**src/rtl/rob_commit_if.sv**
```systemverilog
// rob_commit_if: handshake bundle between rename/execute and the ROB.
//   alloc_*    : rename presents areg, new ptag and previous ptag; ROB returns
//                alloc_ready and the tail index assigned (alloc_idx).
//   complete_* : execution reports completion (and exception) for a ROB index.
//   commit_*   : in-order retirement of the head entry.
//   free_*     : physical tag returned to the free-tag stack.
//   rb_*       : RAT rollback writes during a squash walk.
//   flush_done : one-cycle pulse at the end of a squash walk.
//   empty      : no valid entries.
// Modports: master = rename/execute side, slave = ROB.
interface rob_commit_if #(
  parameter int DEPTH  = 16,
  parameter int PTAG_W = 9,
  parameter int AREG_W = 5,
  parameter int IDX_W  = $clog2(DEPTH)
);
  logic              alloc_valid;
  logic              alloc_ready;
  logic [AREG_W-1:0] alloc_areg;
  logic [PTAG_W-1:0] alloc_ptag;
  logic [PTAG_W-1:0] alloc_old_ptag;
  logic [IDX_W-1:0]  alloc_idx;
  logic              complete_valid;
  logic [IDX_W-1:0]  complete_idx;
  logic              complete_exc;
  logic              commit_valid;
  logic [AREG_W-1:0] commit_areg;
  logic [PTAG_W-1:0] commit_ptag;
  logic              free_valid;
  logic [PTAG_W-1:0] free_ptag;
  logic              rb_valid;
  logic [AREG_W-1:0] rb_areg;
  logic [PTAG_W-1:0] rb_ptag;
  logic              flush_done;
  logic              empty;

  modport master (
    output alloc_valid, alloc_areg, alloc_ptag, alloc_old_ptag,
    output complete_valid, complete_idx, complete_exc,
    input  alloc_ready, alloc_idx, commit_valid, commit_areg, commit_ptag,
    input  free_valid, free_ptag, rb_valid, rb_areg, rb_ptag, flush_done, empty
  );

  modport slave (
    input  alloc_valid, alloc_areg, alloc_ptag, alloc_old_ptag,
    input  complete_valid, complete_idx, complete_exc,
    output alloc_ready, alloc_idx, commit_valid, commit_areg, commit_ptag,
    output free_valid, free_ptag, rb_valid, rb_areg, rb_ptag, flush_done, empty
  );
endinterface

```
**src/rtl/rob_commit.sv**
```systemverilog
// rob_commit: in-order reorder buffer and commit stage.
// Ports:
//   clk   : clock
//   reset : synchronous, active-high reset
//   rob   : rob_commit_if.slave (alloc, completion, commit, free, rollback)
// Entries retire in program order, one per cycle, returning old_ptag to the
// free stack. An excepting head entry starts a youngest-first squash walk that
// restores the RAT (rb_*) and frees each squashed entry's new ptag.
//
// state | meaning
// RUN   | allocate, complete and commit normally
// WALK  | squash from tail-1 down to head, one entry per cycle
module rob_commit #(
  parameter int DEPTH  = 16,
  parameter int PTAG_W = 9,
  parameter int AREG_W = 5,
  parameter int IDX_W  = $clog2(DEPTH)
) (
  input  logic        clk,
  input  logic        reset,
  rob_commit_if.slave rob
);

  typedef enum logic {RUN, WALK} state_e;

  localparam logic [IDX_W:0]   PTR_ONE = 1;
  localparam logic [IDX_W-1:0] IDX_ONE = 1;

  state_e            state_q, state_d;
  logic [IDX_W:0]    head_q, head_d, tail_q, tail_d;
  logic [IDX_W-1:0]  walk_q, walk_d;
  logic [DEPTH-1:0]  valid_q, valid_d, done_q, done_d, exc_q, exc_d;
  logic [AREG_W-1:0] areg_q [DEPTH];
  logic [AREG_W-1:0] areg_d [DEPTH];
  logic [PTAG_W-1:0] ptag_q [DEPTH];
  logic [PTAG_W-1:0] ptag_d [DEPTH];
  logic [PTAG_W-1:0] old_q  [DEPTH];
  logic [PTAG_W-1:0] old_d  [DEPTH];

  logic [IDX_W-1:0]  head_idx, tail_idx;
  logic              full, head_ok, alloc_ok;

  assign head_idx = head_q[IDX_W-1:0];
  assign tail_idx = tail_q[IDX_W-1:0];
  assign full     = (head_idx == tail_idx) && (head_q[IDX_W] != tail_q[IDX_W]);
  assign head_ok  = valid_q[head_idx] && done_q[head_idx];

  always_comb begin
    state_d = state_q;
    head_d  = head_q;
    tail_d  = tail_q;
    walk_d  = walk_q;
    valid_d = valid_q;
    done_d  = done_q;
    exc_d   = exc_q;
    areg_d  = areg_q;
    ptag_d  = ptag_q;
    old_d   = old_q;
    alloc_ok = 1'b0;

    rob.alloc_ready  = 1'b0;
    rob.alloc_idx    = tail_idx;
    rob.commit_valid = 1'b0;
    rob.commit_areg  = '0;
    rob.commit_ptag  = '0;
    rob.free_valid   = 1'b0;
    rob.free_ptag    = '0;
    rob.rb_valid     = 1'b0;
    rob.rb_areg      = '0;
    rob.rb_ptag      = '0;
    rob.flush_done   = 1'b0;
    rob.empty        = (head_q == tail_q);

    case (state_q)
      RUN: begin
        // Ready depends on registered state only; the exception-detect cycle
        // also blocks allocation so the walk starts from a stable tail.
        alloc_ok        = !full && !(head_ok && exc_q[head_idx]);
        rob.alloc_ready = alloc_ok;

        if (rob.complete_valid && valid_q[rob.complete_idx]) begin
          done_d[rob.complete_idx] = 1'b1;
          exc_d[rob.complete_idx]  = rob.complete_exc;
        end

        // Commit is evaluated after completion so a retiring head is cleared.
        if (head_ok) begin
          if (exc_q[head_idx]) begin
            state_d = WALK;
            walk_d  = tail_idx - IDX_ONE;
          end else begin
            rob.commit_valid  = 1'b1;
            rob.commit_areg   = areg_q[head_idx];
            rob.commit_ptag   = ptag_q[head_idx];
            rob.free_valid    = 1'b1;
            rob.free_ptag     = old_q[head_idx];
            valid_d[head_idx] = 1'b0;
            done_d[head_idx]  = 1'b0;
            exc_d[head_idx]   = 1'b0;
            head_d            = head_q + PTR_ONE;
          end
        end

        if (rob.alloc_valid && alloc_ok) begin
          valid_d[tail_idx] = 1'b1;
          done_d[tail_idx]  = 1'b0;
          exc_d[tail_idx]   = 1'b0;
          areg_d[tail_idx]  = rob.alloc_areg;
          ptag_d[tail_idx]  = rob.alloc_ptag;
          old_d[tail_idx]   = rob.alloc_old_ptag;
          tail_d            = tail_q + PTR_ONE;
        end
      end

      WALK: begin
        rob.rb_valid    = 1'b1;
        rob.rb_areg     = areg_q[walk_q];
        rob.rb_ptag     = old_q[walk_q];
        rob.free_valid  = 1'b1;
        rob.free_ptag   = ptag_q[walk_q];
        valid_d[walk_q] = 1'b0;
        done_d[walk_q]  = 1'b0;
        exc_d[walk_q]   = 1'b0;
        if (walk_q == head_idx) begin
          rob.flush_done = 1'b1;
          tail_d         = head_q;
          state_d        = RUN;
        end else begin
          walk_d = walk_q - IDX_ONE;
        end
      end

      default: state_d = RUN;
    endcase
  end

  always_ff @(posedge clk) begin
    if (reset) begin
      state_q <= RUN;
      head_q  <= '0;
      tail_q  <= '0;
      walk_q  <= '0;
      valid_q <= '0;
      done_q  <= '0;
      exc_q   <= '0;
    end else begin
      state_q <= state_d;
      head_q  <= head_d;
      tail_q  <= tail_d;
      walk_q  <= walk_d;
      valid_q <= valid_d;
      done_q  <= done_d;
      exc_q   <= exc_d;
    end
  end

  // Payload is qualified by valid_q, so it needs no reset.
  always_ff @(posedge clk) begin
    areg_q <= areg_d;
    ptag_q <= ptag_d;
    old_q  <= old_d;
  end

endmodule

```
**src/flat_wrapper.sv**
```systemverilog
// flat-port wrapper written by rule: the top's interface ports become plain ports
module rob_commit_flat 
#(
  parameter int DEPTH  = 16,
  parameter int PTAG_W = 9,
  parameter int AREG_W = 5,
  parameter int IDX_W  = $clog2(DEPTH)
)
  (clk, reset, rob_alloc_valid, rob_alloc_areg, rob_alloc_ptag, rob_alloc_old_ptag, rob_complete_valid, rob_complete_idx, rob_complete_exc, rob_alloc_ready, rob_alloc_idx, rob_commit_valid, rob_commit_areg, rob_commit_ptag, rob_free_valid, rob_free_ptag, rob_rb_valid, rob_rb_areg, rob_rb_ptag, rob_flush_done, rob_empty);
  rob_commit_if #(.DEPTH(DEPTH), .PTAG_W(PTAG_W), .AREG_W(AREG_W), .IDX_W(IDX_W)) rob_i ();
  input  logic clk;
  input  logic reset;
  input wire logic [$bits(rob_i.alloc_valid)-1:0] rob_alloc_valid;
  input wire logic [$bits(rob_i.alloc_areg)-1:0] rob_alloc_areg;
  input wire logic [$bits(rob_i.alloc_ptag)-1:0] rob_alloc_ptag;
  input wire logic [$bits(rob_i.alloc_old_ptag)-1:0] rob_alloc_old_ptag;
  input wire logic [$bits(rob_i.complete_valid)-1:0] rob_complete_valid;
  input wire logic [$bits(rob_i.complete_idx)-1:0] rob_complete_idx;
  input wire logic [$bits(rob_i.complete_exc)-1:0] rob_complete_exc;
  output wire logic [$bits(rob_i.alloc_ready)-1:0] rob_alloc_ready;
  output wire logic [$bits(rob_i.alloc_idx)-1:0] rob_alloc_idx;
  output wire logic [$bits(rob_i.commit_valid)-1:0] rob_commit_valid;
  output wire logic [$bits(rob_i.commit_areg)-1:0] rob_commit_areg;
  output wire logic [$bits(rob_i.commit_ptag)-1:0] rob_commit_ptag;
  output wire logic [$bits(rob_i.free_valid)-1:0] rob_free_valid;
  output wire logic [$bits(rob_i.free_ptag)-1:0] rob_free_ptag;
  output wire logic [$bits(rob_i.rb_valid)-1:0] rob_rb_valid;
  output wire logic [$bits(rob_i.rb_areg)-1:0] rob_rb_areg;
  output wire logic [$bits(rob_i.rb_ptag)-1:0] rob_rb_ptag;
  output wire logic [$bits(rob_i.flush_done)-1:0] rob_flush_done;
  output wire logic [$bits(rob_i.empty)-1:0] rob_empty;
  assign rob_i.alloc_valid = rob_alloc_valid;
  assign rob_i.alloc_areg = rob_alloc_areg;
  assign rob_i.alloc_ptag = rob_alloc_ptag;
  assign rob_i.alloc_old_ptag = rob_alloc_old_ptag;
  assign rob_i.complete_valid = rob_complete_valid;
  assign rob_i.complete_idx = rob_complete_idx;
  assign rob_i.complete_exc = rob_complete_exc;
  assign rob_alloc_ready = rob_i.alloc_ready;
  assign rob_alloc_idx = rob_i.alloc_idx;
  assign rob_commit_valid = rob_i.commit_valid;
  assign rob_commit_areg = rob_i.commit_areg;
  assign rob_commit_ptag = rob_i.commit_ptag;
  assign rob_free_valid = rob_i.free_valid;
  assign rob_free_ptag = rob_i.free_ptag;
  assign rob_rb_valid = rob_i.rb_valid;
  assign rob_rb_areg = rob_i.rb_areg;
  assign rob_rb_ptag = rob_i.rb_ptag;
  assign rob_flush_done = rob_i.flush_done;
  assign rob_empty = rob_i.empty;
  rob_commit #(.DEPTH(DEPTH), .PTAG_W(PTAG_W), .AREG_W(AREG_W), .IDX_W(IDX_W)) u_core (.clk(clk), .reset(reset), .rob(rob_i));
endmodule
```
**config.mk**
```make
export PLATFORM = sky130hd
export DESIGN_NAME = rob_commit_flat
export DESIGN_NICKNAME = d
export VERILOG_FILES = /design/src/rtl/rob_commit_if.sv /design/src/rtl/rob_commit.sv /design/src/flat_wrapper.sv
export SDC_FILE = /design/constraint.sdc
export NUM_CORES = 1
export LEC_CHECK = 0
export CAP_MARGIN = 20
export CORE_ASPECT_RATIO = 0.75
export CORE_MARGIN = 2
export CORE_UTILIZATION = 25
export DETAILED_ROUTE_END_ITERATION = 7
export PLACE_DENSITY = 0.43
export SYNTH_ARGS = -nofsm -noshare
export SYNTH_HDL_FRONTEND = slang
export SYNTH_SLANG_ARGS = --single-unit
export TNS_END_PERCENT = 1
```
**constraint.sdc**
```tcl
create_clock -name clk -period 4.2 [get_ports clk]
set_input_delay 0.84 -clock clk [delete_from_list [all_inputs] [get_ports clk]]
set_output_delay 0.84 -clock clk [all_outputs]
set_load 0.05 [all_outputs]
```
==> results.md <==
Final layout:
- The number of standard cells in the layout, taps in and fillers out is 2503.
- In the layout the commonest cells are edfxtp_1, mux4_2, nand2_1, dfxtp_1.
- The area growth from synthesis to layout is 21.4%.
- The share of cells above drive strength 1 is 32.5%.
- The commonest non-fill, non-tap cell in the layout is edfxtp_1.
- The final core area utilization is ~31%.
- At the end of the flow, the number of nets in the layout was between 1000 and 1500.
- Counting the fill cells in the layout gives 8187.

Critical path:
- The largest stage delay on the critical path is around 0.60 ns.
- The reg-to-reg startpoint is u_core.head_q[0]$_SDFFE_PP0P_.
- The category of cells accounting for the largest share of critical-path delay is multiplexers.
- The signal on the critical path passes through buf_12 > mux4_2 > mux4_2 > a22o_2 > buf_12.
- STA classifies the critical path endpoint as an output pin.
- The top fanout value on the critical path is 86.
- At the worst endpoint, the required time is approximately 3.4 ns.
- The startpoint of the worst setup timing path is u_core.head_q[1]$_SDFFE_PP0P_.
- The endpoint arrival time on the critical path is around 3.3 ns.
- The kind of critical path is reg2out.
- The worst setup path is launched from a flop.
- The cell with the biggest individual delay on the critical path is mux4_2.
- Counting both buffers and inverters, the worst setup path holds a total of 2.

Clock network:
- The largest buffer count on any clock path is 3.
- In this run the number of H-tree levels came out at 2.
- Clock-pin slew was measured on the worst setup and hold paths at around 0.06 ns.
- The clock latency on the worst-skew pair is around 0.59 ns.
- The tree is rooted in a clkbuf_16.
- The TritonCTS clock tree is built.
- The number of buffers inserted during clock tree synthesis is 49.
- The count of hold-fix buffers inserted at cts is 0.
- Clock tree synthesis found a total of 431 sinks.

Die:
- Pin placement for this block handled just under 80 I/O pins.
- The core region is around 84000 um^2.
- The row count is 92.
- The width of the chip is 339 um.
- The die covers between 80000 and 90000 um^2.
- The initial cell density of the core is between 20% and 30%.
- The vertical die dimension is ~260 um.

Global route:
- The global routing usage on met3 is 2.34%.
- Entering global routing, the biggest net connects between 80 and 90 pins.
- The number of antenna violations at the first check in global routing is 3.
- In the global route stage, overall resource usage came out at 15.5%.
- The number of global-route vias before repair was roughly 13000.
- The global route total overflow is 0.
- The global-route layer with the greatest usage is met2.
- Global routing consumed, on the met1 layer, around 23% of the routing resources.
- The wire length of the first global-routing pass is roughly 97000 um.
- Global routing used a little under a quarter of the available met2 tracks.

Timing:
- The final hold violation count is 0.
- The tightest hold margin is between 0.4 and 0.5 ns.
- For the pin with the worst max-slew slack, the measured transition is slightly below 1 ns.
- The time the worst path needs with I/O delays and setup is ~4.1 ns.
- The final-layout setup total negative slack is 0 ns.
- The headroom to the max-slew limit is a little over a third.
- Setup repair after global routing left no endpoint under its margin.
- The final setup violation count is 0.
- Derived from the worst setup path, the maximum achievable clock frequency is about 240 MHz.
- The number of max-slew violations in the final report is 0.
- The final critical path takes up between 90% and 100% of the cycle.
- The final clock skew is 0.0279 ns.

Yosys:
- For this run, the register share of the synthesized area comes to about three fifths.
- In this run, synthesis inferred 368 flip-flops with an integrated enable.
- After synthesis, the mean cell area works out to roughly 17 um^2.
- After synthesis, the largest family of logic cells by area is multiplexers.
- The number of cells produced by synthesis is between 1000 and 1500.
- The adder and majority gate portion of the synthesized area is less than 1%.
- The area of the mapped netlist is between 20000 and 25000 um^2.
- The synthesized-area fraction occupied by xor and xnor cells is less than 1%.
- Summing the areas of all compound-gate instances in the mapped netlist gives under 10% of the synthesized area.
- The most frequently used flop master after synthesis is edfxtp_1.
- After synthesis the netlist holds a flip-flop and latch count of approximately 430.
- During synthesis, Yosys emitted a total of 0 warnings.
- Counting distinct cell types in the post-synthesis netlist gives 60.
- The number of nets handed over by synthesis was around 1300.
- Measured against the total synthesized area, the mux share comes to between 20% and 30%.
- The basic-gate share of the synthesized area counting and, or, nand and nor cells is between 5 and 6%.
- For this run, asynchronously set or reset flops after synthesis account for 0%.

Route:
- The sum of routed wire length over all layers is roughly 68000 um.
- The total number of vias is ~13000.
- After detailed routing, the number of vias per cell comes to about 5.
- The number of iterations in the first detailed-routing pass is 6.
- The initial detailed-routing violation count is about 1300.
- The remaining routing DRC violations is 0.
- Once detail routing completed, the nets flagged for antenna violations numbered 0.
- The per-cell routed wire length is approximately 27 um.

Placement:
- The routability congestion estimate is between 0.8 and 0.9.
- Including well taps, the total number of placed cells is between 2000 and 2500.
- The placed wire-length estimate after detailed placement is 40900 um.
- The number of buffer cells added on primary ports is 78.

Pwr:
- For this design the total switching power over the nets is around 2.1 mW.
- The total internal power is between 7 and 8 mW.
- The combinational power share is under 10%.
- The sequential power share is 50.3%.
- Overall power consumption after layout is estimated at around 9.4 mW.
- The switching fraction of total power is 22.2%.
- Summed over all cells, the static leakage comes to between 7 and 8 nW.
- The power density over the cells is about 370 nW/um^2.
- The worst IR drop on VDD is 0.269 mV.
- The part of the total power dissipated in the clock network is 45.3%.

Run status:
- The flow ran to the end, and the final reports show no timing, DRC or antenna violations.

Worst hold path:
- The startpoint of the tightest hold check path is u_core.done_q[2]$_SDFF_PP0_.
- The path type of the worst min-delay path is reg2reg.

Job:
- The number of maximum-capacitance violations is 0.
==> power groups by stage <==
stage               Sequential (mW)  Combinational (mW)  Clock (mW)
floorplan                      4.79               0.206           0
global placement               4.81               0.413           0
detailed placement             4.82               0.413           0
CTS                            4.72               0.415        4.38
global route                   4.73               0.438        4.54
finish                         4.73               0.410        4.25
==> worst register-to-register path: stages, from the launching register on <==
cell and delay, ns:
dfxtp_4 0.39, buf_4 0.19, buf_12 0.16, mux4_2 0.54, nand2_1 0.12, nand4_1 0.28, buf_4 0.25, a31oi_2 0.25
buf_4 0.23, nand3_1 0.11, clkinv_1 0.08, buf_4 0.54
==> cells in the mapped netlist (4+ instances only) <==
master | count | area (um^2)
edfxtp_1 | 368 | 11100
mux4_2 | 245 | 5520
nand2_1 | 78 | 293
clkbuf_1 | 68 | 255
dfxtp_1 | 63 | 1260
a21oi_1 | 42 | 210
nand3_1 | 39 | 195
o21ai_0 | 37 | 185
nor2_1 | 34 | 128
inv_1 | 26 | 97.6
a31oi_1 | 22 | 138
buf_2 | 21 | 105
and2_1 | 19 | 119
nor2b_1 | 19 | 119
a22o_1 | 11 | 96.3
mux2i_1 | 11 | 110
nand4_1 | 11 | 68.8
xnor2_1 | 10 | 87.6
buf_1 | 9 | 33.8
ha_1 | 9 | 113
o31ai_1 | 8 | 60.1
and3_1 | 7 | 43.8
buf_4 | 7 | 52.6
o2111ai_1 | 6 | 52.6
o221ai_1 | 5 | 43.8
a21bo_1 | 4 | 40.0
a32o_1 | 4 | 40.0
buf_6 | 4 | 45.0
nand4b_1 | 4 | 35.0
nor3_1 | 4 | 20.0
o21a_1 | 4 | 30.0
or3_1 | 4 | 25.0
==> state kept, by name, summed over array words and instances, names as in the netlist <==
| signal | count |
|---|---|
| u_core.old_q | 144 |
| u_core.ptag_q | 144 |
| u_core.areg_q | 80 |
| u_core.done_q | 16 |
| u_core.exc_q | 16 |
| u_core.valid_q | 16 |
| u_core.head_q | 5 |
| u_core.tail_q | 5 |
| u_core.walk_q | 4 |
| u_core.state_q | 1 |
==> worst paths after layout <==
path | depth (start not counted) | slack, ns | to
worst max-delay path | 5 | 0.07 | rob_free_ptag[8]
worst min-delay path | 2 | 0.46 | u_core.done_q[2]$_SDFF_PP0_
worst max register to register | 11 | 0.65 | u_core.areg_q[63]$_DFFE_PP_
worst min register to register | 2 | 0.46 | u_core.done_q[2]$_SDFF_PP0_
==> repair_timing <==
action | CTS | global route
pin swaps | 1 | 0
setup buffers | 5 | 7
endpoints found under the setup margin | 23 | 14
gates cloned | 0 | 1
resized for setup | 7 | 14
==> final cells by class <==
class                      count  area, um^2  share of cell area [%]
sequential                   431       12300                    48.3
multi-input combinational    678        8190                    32.1
timing repair buffer         148        1930                    7.54
tap                         1128        1410                    5.53
clock buffer                  63        1320                    5.17
clock inverter                28         250                   0.980
inverter                      26        97.6                   0.382
antenna                        1        2.50                 0.00980
==> through the flow <==
stage / setup slack [ns] / cell area [um^2]
3_3_place_gp: 0.400 / 23700
2_1_floorplan: 0.644 / 21000
4_1_cts: -0.0677 / 25400
6_report: 0.0741 / 25500
5_1_grt: 0.00609 / 25500
3_5_place_dp: 0.438 / 23700
==> metal layers <==
layer	share of wire, %	vias up	routed length [um]
li1	-	5352	-
met1	48	6950	32500
met2	45	404	30700
met3	4.8	86	3280
met4	2.0	4	1360
met5	0.034	-	23
==> cells by family after synthesis <==
| group | after synthesis |
|---|---|
| buf+inv | 135 |
| fa+ha+maj | 9 |
| xor+xnor | 12 |
| simple gates | 234 |
| compound gates | 165 |
| flops | 431 |
| mux | 258 |
Power figures use the tool's default switching activity.
